`config.mk`:
```
export PLATFORM = sky130hd
export DESIGN_NAME = lsu_ctrl
export DESIGN_NICKNAME = d
export VERILOG_FILES = /design/src/rtl/lsu_ctrl.sv
export SDC_FILE = /design/constraint.sdc
export NUM_CORES = 1
export LEC_CHECK = 0
export CAP_MARGIN = 20
export CORE_UTILIZATION = 39
export CTS_CLUSTER_DIAMETER = 30
export DETAILED_ROUTE_END_ITERATION = 8
export GPL_ROUTABILITY_DRIVEN = 0
export HOLD_SLACK_MARGIN = 0.15
export PLACE_DENSITY_LB_ADDON = 0.05
export SLEW_MARGIN = 10
export SYNTH_ARGS = -nofsm -noshare
export SYNTH_HDL_FRONTEND = slang
export SYNTH_SLANG_ARGS = --single-unit
```
`constraint.sdc`:
```
create_clock -name i_clk -period 1.65 [get_ports i_clk]
set_input_delay 0.33 -clock i_clk [delete_from_list [all_inputs] [get_ports i_clk]]
set_output_delay 0.33 -clock i_clk [all_outputs]
set_load 0.05 [all_outputs]
```
`src/rtl/lsu_ctrl.sv`:
```
// lsu_ctrl: load/store unit for the single-cycle RV32I core.
// Takes the effective address from the ALU and rs2 store data. Runs one access
// over a req/gnt/rvalid data-memory bus. Returns aligned, sign/zero-extended
// load data to writeback, and stalls the core while the access is in flight.
//
// Optional feature macro: LSU_TIMEOUT_EN. When defined, a bus watchdog aborts
// an access after TIMEOUT_CYCLES cycles in REQ/WAIT and flags o_bus_err.
//
// Ports:
//   i_clk, i_rst_n        clock, async active-low reset
//   i_lsu_req/we/funct3   core-side request (held until o_lsu_done)
//   i_alu_data            effective byte address
//   i_rs2_data            store data
//   o_stall               combinational core freeze
//   o_lsu_done            one-cycle completion pulse
//   o_ld_data             extended load result (valid with o_lsu_done)
//   o_misalign, o_bus_err completion flags
//   o_mem_* / i_mem_*     data-memory bus
module lsu_ctrl #(
  parameter int unsigned TIMEOUT_CYCLES = 255
) (
  input  logic        i_clk,
  input  logic        i_rst_n,
  input  logic        i_lsu_req,
  input  logic        i_lsu_we,
  input  logic [2:0]  i_funct3,
  input  logic [31:0] i_alu_data,
  input  logic [31:0] i_rs2_data,
  output logic        o_stall,
  output logic        o_lsu_done,
  output logic [31:0] o_ld_data,
  output logic        o_misalign,
  output logic        o_bus_err,
  output logic        o_mem_req,
  input  logic        i_mem_gnt,
  output logic [31:0] o_mem_addr,
  output logic        o_mem_we,
  output logic [3:0]  o_mem_be,
  output logic [31:0] o_mem_wdata,
  input  logic        i_mem_rvalid,
  input  logic [31:0] i_mem_rdata
);

  localparam int unsigned XLEN = 32;
  localparam int unsigned BE_W = 4;

  typedef enum logic [1:0] {
    IDLE = 2'd0,
    REQ  = 2'd1,
    WAIT = 2'd2,
    DONE = 2'd3
  } state_e;

  state_e            state_q, state_d;
  logic              we_q, we_d;
  logic [2:0]        funct3_q, funct3_d;
  logic [1:0]        lane_q, lane_d;

  logic              done_q, done_d;
  logic [XLEN-1:0]   ld_data_q, ld_data_d;
  logic              misalign_q, misalign_d;
  logic              bus_err_q, bus_err_d;
  logic              mem_req_q, mem_req_d;
  logic [XLEN-1:0]   mem_addr_q, mem_addr_d;
  logic              mem_we_q, mem_we_d;
  logic [BE_W-1:0]   mem_be_q, mem_be_d;
  logic [XLEN-1:0]   mem_wdata_q, mem_wdata_d;

  logic              legal_c;
  logic              misalign_c;
  logic [BE_W-1:0]   be_c;
  logic [XLEN-1:0]   wdata_c;
  logic [7:0]        ld_byte_c;
  logic [15:0]       ld_half_c;
  logic [XLEN-1:0]   ld_ext_c;
  logic              timeout_c;

  // Bus watchdog: cleared while idle, counts every cycle spent in REQ/WAIT.
`ifdef LSU_TIMEOUT_EN
  localparam int unsigned CNT_W = $clog2(TIMEOUT_CYCLES + 1);

  logic [CNT_W-1:0] cnt_q;

  assign timeout_c = (cnt_q == CNT_W'(TIMEOUT_CYCLES - 1));

  always_ff @(posedge i_clk or negedge i_rst_n) begin
    if (!i_rst_n) begin
      cnt_q <= '0;
    end else if (state_q == IDLE) begin
      cnt_q <= '0;
    end else if (state_q == REQ || state_q == WAIT) begin
      cnt_q <= cnt_q + CNT_W'(1);
    end
  end
`else
  logic unused_timeout;

  assign timeout_c      = 1'b0;
  assign unused_timeout = ^32'(TIMEOUT_CYCLES);
`endif

  // Request decode: legality, alignment, byte enables, lane-replicated data.
  always_comb begin : decode
    legal_c    = 1'b0;
    misalign_c = 1'b0;
    be_c       = 4'b1111;
    wdata_c    = i_rs2_data;

    // Stores allow B/H/W only; loads additionally allow BU/HU.
    if (i_lsu_we) begin
      legal_c = !i_funct3[2] && (i_funct3[1:0] != 2'b11);
    end else begin
      legal_c = (i_funct3[1:0] != 2'b11) && !(i_funct3[2] && i_funct3[1]);
    end

    case (i_funct3[1:0])
      2'b00: begin
        be_c    = 4'b0001 << i_alu_data[1:0];
        wdata_c = {4{i_rs2_data[7:0]}};
      end
      2'b01: begin
        misalign_c = i_alu_data[0];
        be_c       = i_alu_data[1] ? 4'b1100 : 4'b0011;
        wdata_c    = {2{i_rs2_data[15:0]}};
      end
      default: begin
        misalign_c = |i_alu_data[1:0];
      end
    endcase

    // An illegal funct3 is a silent no-op, never a misalign.
    misalign_c = misalign_c && legal_c;
  end

  // Load lane selection and extension from the captured request context.
  always_comb begin : extract
    ld_byte_c = 8'(i_mem_rdata >> {lane_q, 3'b000});
    ld_half_c = lane_q[1] ? i_mem_rdata[31:16] : i_mem_rdata[15:0];
    ld_ext_c  = '0;
    if (!we_q) begin
      case (funct3_q)
        3'b000:  ld_ext_c = {{24{ld_byte_c[7]}}, ld_byte_c};
        3'b001:  ld_ext_c = {{16{ld_half_c[15]}}, ld_half_c};
        3'b010:  ld_ext_c = i_mem_rdata;
        3'b100:  ld_ext_c = {24'd0, ld_byte_c};
        3'b101:  ld_ext_c = {16'd0, ld_half_c};
        default: ld_ext_c = '0;
      endcase
    end
  end

  // Next-state and next-output logic.
  always_comb begin : fsm_next
    state_d     = state_q;
    we_d        = we_q;
    funct3_d    = funct3_q;
    lane_d      = lane_q;
    done_d      = 1'b0;
    ld_data_d   = '0;
    misalign_d  = 1'b0;
    bus_err_d   = 1'b0;
    mem_req_d   = mem_req_q;
    mem_addr_d  = mem_addr_q;
    mem_we_d    = mem_we_q;
    mem_be_d    = mem_be_q;
    mem_wdata_d = mem_wdata_q;

    case (state_q)
      IDLE: begin
        if (i_lsu_req) begin
          we_d     = i_lsu_we;
          funct3_d = i_funct3;
          lane_d   = i_alu_data[1:0];
          if (!legal_c || misalign_c) begin
            state_d    = DONE;
            done_d     = 1'b1;
            misalign_d = misalign_c;
          end else begin
            state_d     = REQ;
            mem_req_d   = 1'b1;
            mem_addr_d  = {i_alu_data[31:2], 2'b00};
            mem_we_d    = i_lsu_we;
            mem_be_d    = be_c;
            mem_wdata_d = wdata_c;
          end
        end
      end
      REQ: begin
        // A grant in the same cycle as the watchdog expiring wins.
        if (i_mem_gnt) begin
          state_d   = WAIT;
          mem_req_d = 1'b0;
        end else if (timeout_c) begin
          state_d   = DONE;
          done_d    = 1'b1;
          bus_err_d = 1'b1;
          mem_req_d = 1'b0;
        end
      end
      WAIT: begin
        if (i_mem_rvalid) begin
          state_d   = DONE;
          done_d    = 1'b1;
          ld_data_d = ld_ext_c;
        end else if (timeout_c) begin
          state_d   = DONE;
          done_d    = 1'b1;
          bus_err_d = 1'b1;
        end
      end
      DONE: begin
        state_d = IDLE;
      end
      default: begin
        state_d = IDLE;
      end
    endcase
  end

  // State and registered outputs.
  always_ff @(posedge i_clk or negedge i_rst_n) begin
    if (!i_rst_n) begin
      state_q     <= IDLE;
      we_q        <= 1'b0;
      funct3_q    <= '0;
      lane_q      <= '0;
      done_q      <= 1'b0;
      ld_data_q   <= '0;
      misalign_q  <= 1'b0;
      bus_err_q   <= 1'b0;
      mem_req_q   <= 1'b0;
      mem_addr_q  <= '0;
      mem_we_q    <= 1'b0;
      mem_be_q    <= '0;
      mem_wdata_q <= '0;
    end else begin
      state_q     <= state_d;
      we_q        <= we_d;
      funct3_q    <= funct3_d;
      lane_q      <= lane_d;
      done_q      <= done_d;
      ld_data_q   <= ld_data_d;
      misalign_q  <= misalign_d;
      bus_err_q   <= bus_err_d;
      mem_req_q   <= mem_req_d;
      mem_addr_q  <= mem_addr_d;
      mem_we_q    <= mem_we_d;
      mem_be_q    <= mem_be_d;
      mem_wdata_q <= mem_wdata_d;
    end
  end

  // The core may advance in DONE even though it still holds its request.
  assign o_stall     = i_lsu_req && (state_q != DONE);
  assign o_lsu_done  = done_q;
  assign o_ld_data   = ld_data_q;
  assign o_misalign  = misalign_q;
  assign o_bus_err   = bus_err_q;
  assign o_mem_req   = mem_req_q;
  assign o_mem_addr  = mem_addr_q;
  assign o_mem_we    = mem_we_q;
  assign o_mem_be    = mem_be_q;
  assign o_mem_wdata = mem_wdata_q;

endmodule

```
==> results.md <==
* Outcome: finished with violations
* Failing checks: negative setup slack
* Final wirelength at 13.7 mm
* Critical path's top delay family: buffers and inverters
* Critical Path RT at 1880 ps
* Crit Path Max Fanout at 11
* Min-delay worst type: reg -> reg
* Synth Cell Area at roughly 5000 um2
* Worst clock skew at about 6.7 ps
* Sequential standard cell area at roughly 2800 um2
* Diodes inserted at 0
* CP Capture Type: flop
* Leakage power at about 3.7 nW
* Post-Synthesis Cells at between 400 and 500
* CP bufs+invs at 3
* Yosys warnings at 0
* Cell taking the most area after synthesis: dfrtp_1
* Vias per cell at around 5.0
* Vias in the first global route at 4043
* Average wire per standard cell at 16.2 um
* RSZ-0062 raised after global routing: true
* Area of the multi-input gates at between 2000 and 2500 um2
* Root Buffer: clkbuf_16
* Clock Latency Late Sink at 340 ps
* Mean cell area of the mapped netlist at 11.7 um2
* Dpl ws at -480 ps
* Clock Sink Count at 110
* Fmax at 0.601 GHz
* Cell Chain, Critical Path: clkdlybuf4s50_1, nor4_4, o21bai_4, buf_12, clkbuf_16, mux2_4
* Final setup viols at 10
* Tot GR Track Use at 0.202
* Final Cycle Share at 1.01
* Die width at 116 um
* Synth top cells by count: dfrtp_1 (110), nand2_1 (51), mux2_2 (41)
* Gr ovfl total at 0
* Setup WS post-layout at -12.7 ps
* FILL cells at about 1100
* # DRC at 0
* Final hold vios at 0
* First-pass GRT wire length at 20.6 mm
* Synth Register Bits at 110
* Biggest cell delay along the critical path at 460 ps
* Top cells by area, synth: dfrtp_1 (55%), mux2_2 (9.2%), mux2i_1 (5.8%)
* Peak supply drop at around 800 uV
* Post-synth top area share at 0.547
* Setup TNS at -61.7 ps
* Fraction of registers with async set/reset at 1.00
* Critical path launch point type: input pin
* Ports at 211
* Number of max-cap violations at 0
* CTS tree: done
* Pin count of the biggest net entering global routing at roughly 70
* Minimum clock period at 1660 ps
* Slowest library cell on the worst path: clkdlybuf4s50_1
* Clock Path Buffers at 2
* H-Tree Depth at 3
* Vias after detailed routing at about 4200
* Antenna Violating Nets Remaining at 0
* CTS buffer count at 9
* Max-slew violations at 0
* DRT iter0 DRCs at 196
* Initial antenna violation count at 0
* Unique cell type count in the Yosys netlist at about 40
* Number of flops mapped to enable cells by yosys at 0
* Synth Flop Type: dfrtp_1
* Port-buffer cells at around 210
* Register area share after synthesis at 0.547
* CP arrival at 1890 ps
* Ratio of cells with drive above 1 in the final layout at 0.368
* Worst Path Class, Setup: in -> reg
* Initial Utilization at 0.398
* Area Overhead vs Synth at 55.4%
* Count leader, synth: dfrtp_1
* Clock-pin slew on the worst setup and hold paths at 70 ps
* First-pass DRT Iterations at 4
* Pwr per Cell Area at 1870 nW/um2
* Die ar. at 13400 um2
* # rows at roughly 40
* Core area at 12600 um2
* Die Y at 116 um
* Layout Nets at 778
* Detail Placement HPWL at between 10 and 15 mm
==> repair_timing <==
action	in CTS	in global routing
setup buffers	0	1
cloned	0	3
setup endpoints to repair	61	70
pin swaps	1	4
hold buffers	1	0
endpoints found under the hold margin	110	0
resized for setup	6	24
==> metal layers <==
layer | up-vias | track usage | part of all wire
met3 | 23 | 0.0502 | 0.071
li1 | 2004 | - | -
met4 | 0 | 0.0970 | 0.027
met2 | 161 | 0.318 | 0.47
met5 | - | 0 | 0
met1 | 2004 | 0.261 | 0.43
==> stage by stage <==
stage	utilization	std cells	power [W]	hold slack [ps]	area (um2)
CTS	0.605	841	0.0145	488	7630
floorplan	-	433	0.00956	34.4	5060
finish	0.619	845	0.0146	483	7820
detailed placement	0.581	825	0.0123	330	7330
global placement	0.581	825	0.0122	328	7330
global route	0.619	845	0.0153	501	7820
==> cell type report <==
type,count,share of cell area
multi-input cells,284,0.279
clock buffers,13,0.0359
repair buffers,259,0.302
well taps,172,0.0275
inverters,5,0.00240
flip-flops and latches,110,0.352
clock inverters,2,0.00176
==> worst min-delay path: stages (launching register included) <==
cell and delay (ps):
dfrtp_1 350, nand2_1 50, o21ai_0 50
==> layout by cell type, fill, tap and decap left out, types with 15 or more instances in the layout <==
| cell | instances |
|---|---|
| nand2_1 | 51 |
| nor2_1 | 24 |
| mux2_4 | 15 |
| dfrtp_1 | 109 |
| mux2i_1 | 29 |
| buf_4 | 142 |
| a31oi_1 | 15 |
| clkdlybuf4s50_1 | 99 |
| mux2_2 | 40 |
| a21oi_1 | 18 |
| o21ai_0 | 27 |
==> kinds of logic (layout without fill, tap and decap cells) <==
group / count (synthesis) / count (layout) / share of synthesized area
fa+ha+maj: 4 / 4 / 0.00995
other cells: 1 / 3 / 0.000746
simple gates: 98 / 98 / 0.0871
compound gates: 94 / 94 / 0.118
buf+inv: 39 / 279 / 0.0416
mux: 85 / 85 / 0.195
flops: 110 / 110 / 0.547
==> final timing paths <==
| path | endpoint | depth (start not counted) | from | slack [ps] |
|---|---|---|---|---|
| worst max-delay path | o_mem_wdata[0] | 6 | i_alu_data[1] | -10 |
| worst min-delay path | o_mem_wdata[10] | 2 | o_mem_wdata[10] | 480 |
| worst max register to register | o_mem_wdata[0] | 7 | state_q[1] | -10 |
| worst min register to register | o_mem_wdata[10] | 2 | o_mem_wdata[10] | 480 |
| max in group asynchronous | o_mem_addr[3] | 3 | i_rst_n | 790 |
| min in group asynchronous | o_ld_data[30] | 3 | i_rst_n | 510 |
==> power breakdown <==
group	leakage, nW	internal (W)	total [W]	switching (W)
clock	0.148	0.00119	0.00213	0.000944
sequential	1.40	0.00367	0.00426	0.000589
combinational	2.16	0.00307	0.00819	0.00512
total	3.71	0.00793	0.0146	0.00665
==> registers in the layout, summed over array words and instances, names as in the netlist <==
signal       flops
o_lsu_done       1
o_ld_data       32
state_q          2
o_mem_addr      30
lane_q           2
o_mem_req        1
funct3_q         3
o_mem_be         4
o_misalign       1
we_q             1
o_mem_wdata     32
o_mem_we         1
Note: power is estimated with default switching activity, not from simulation.
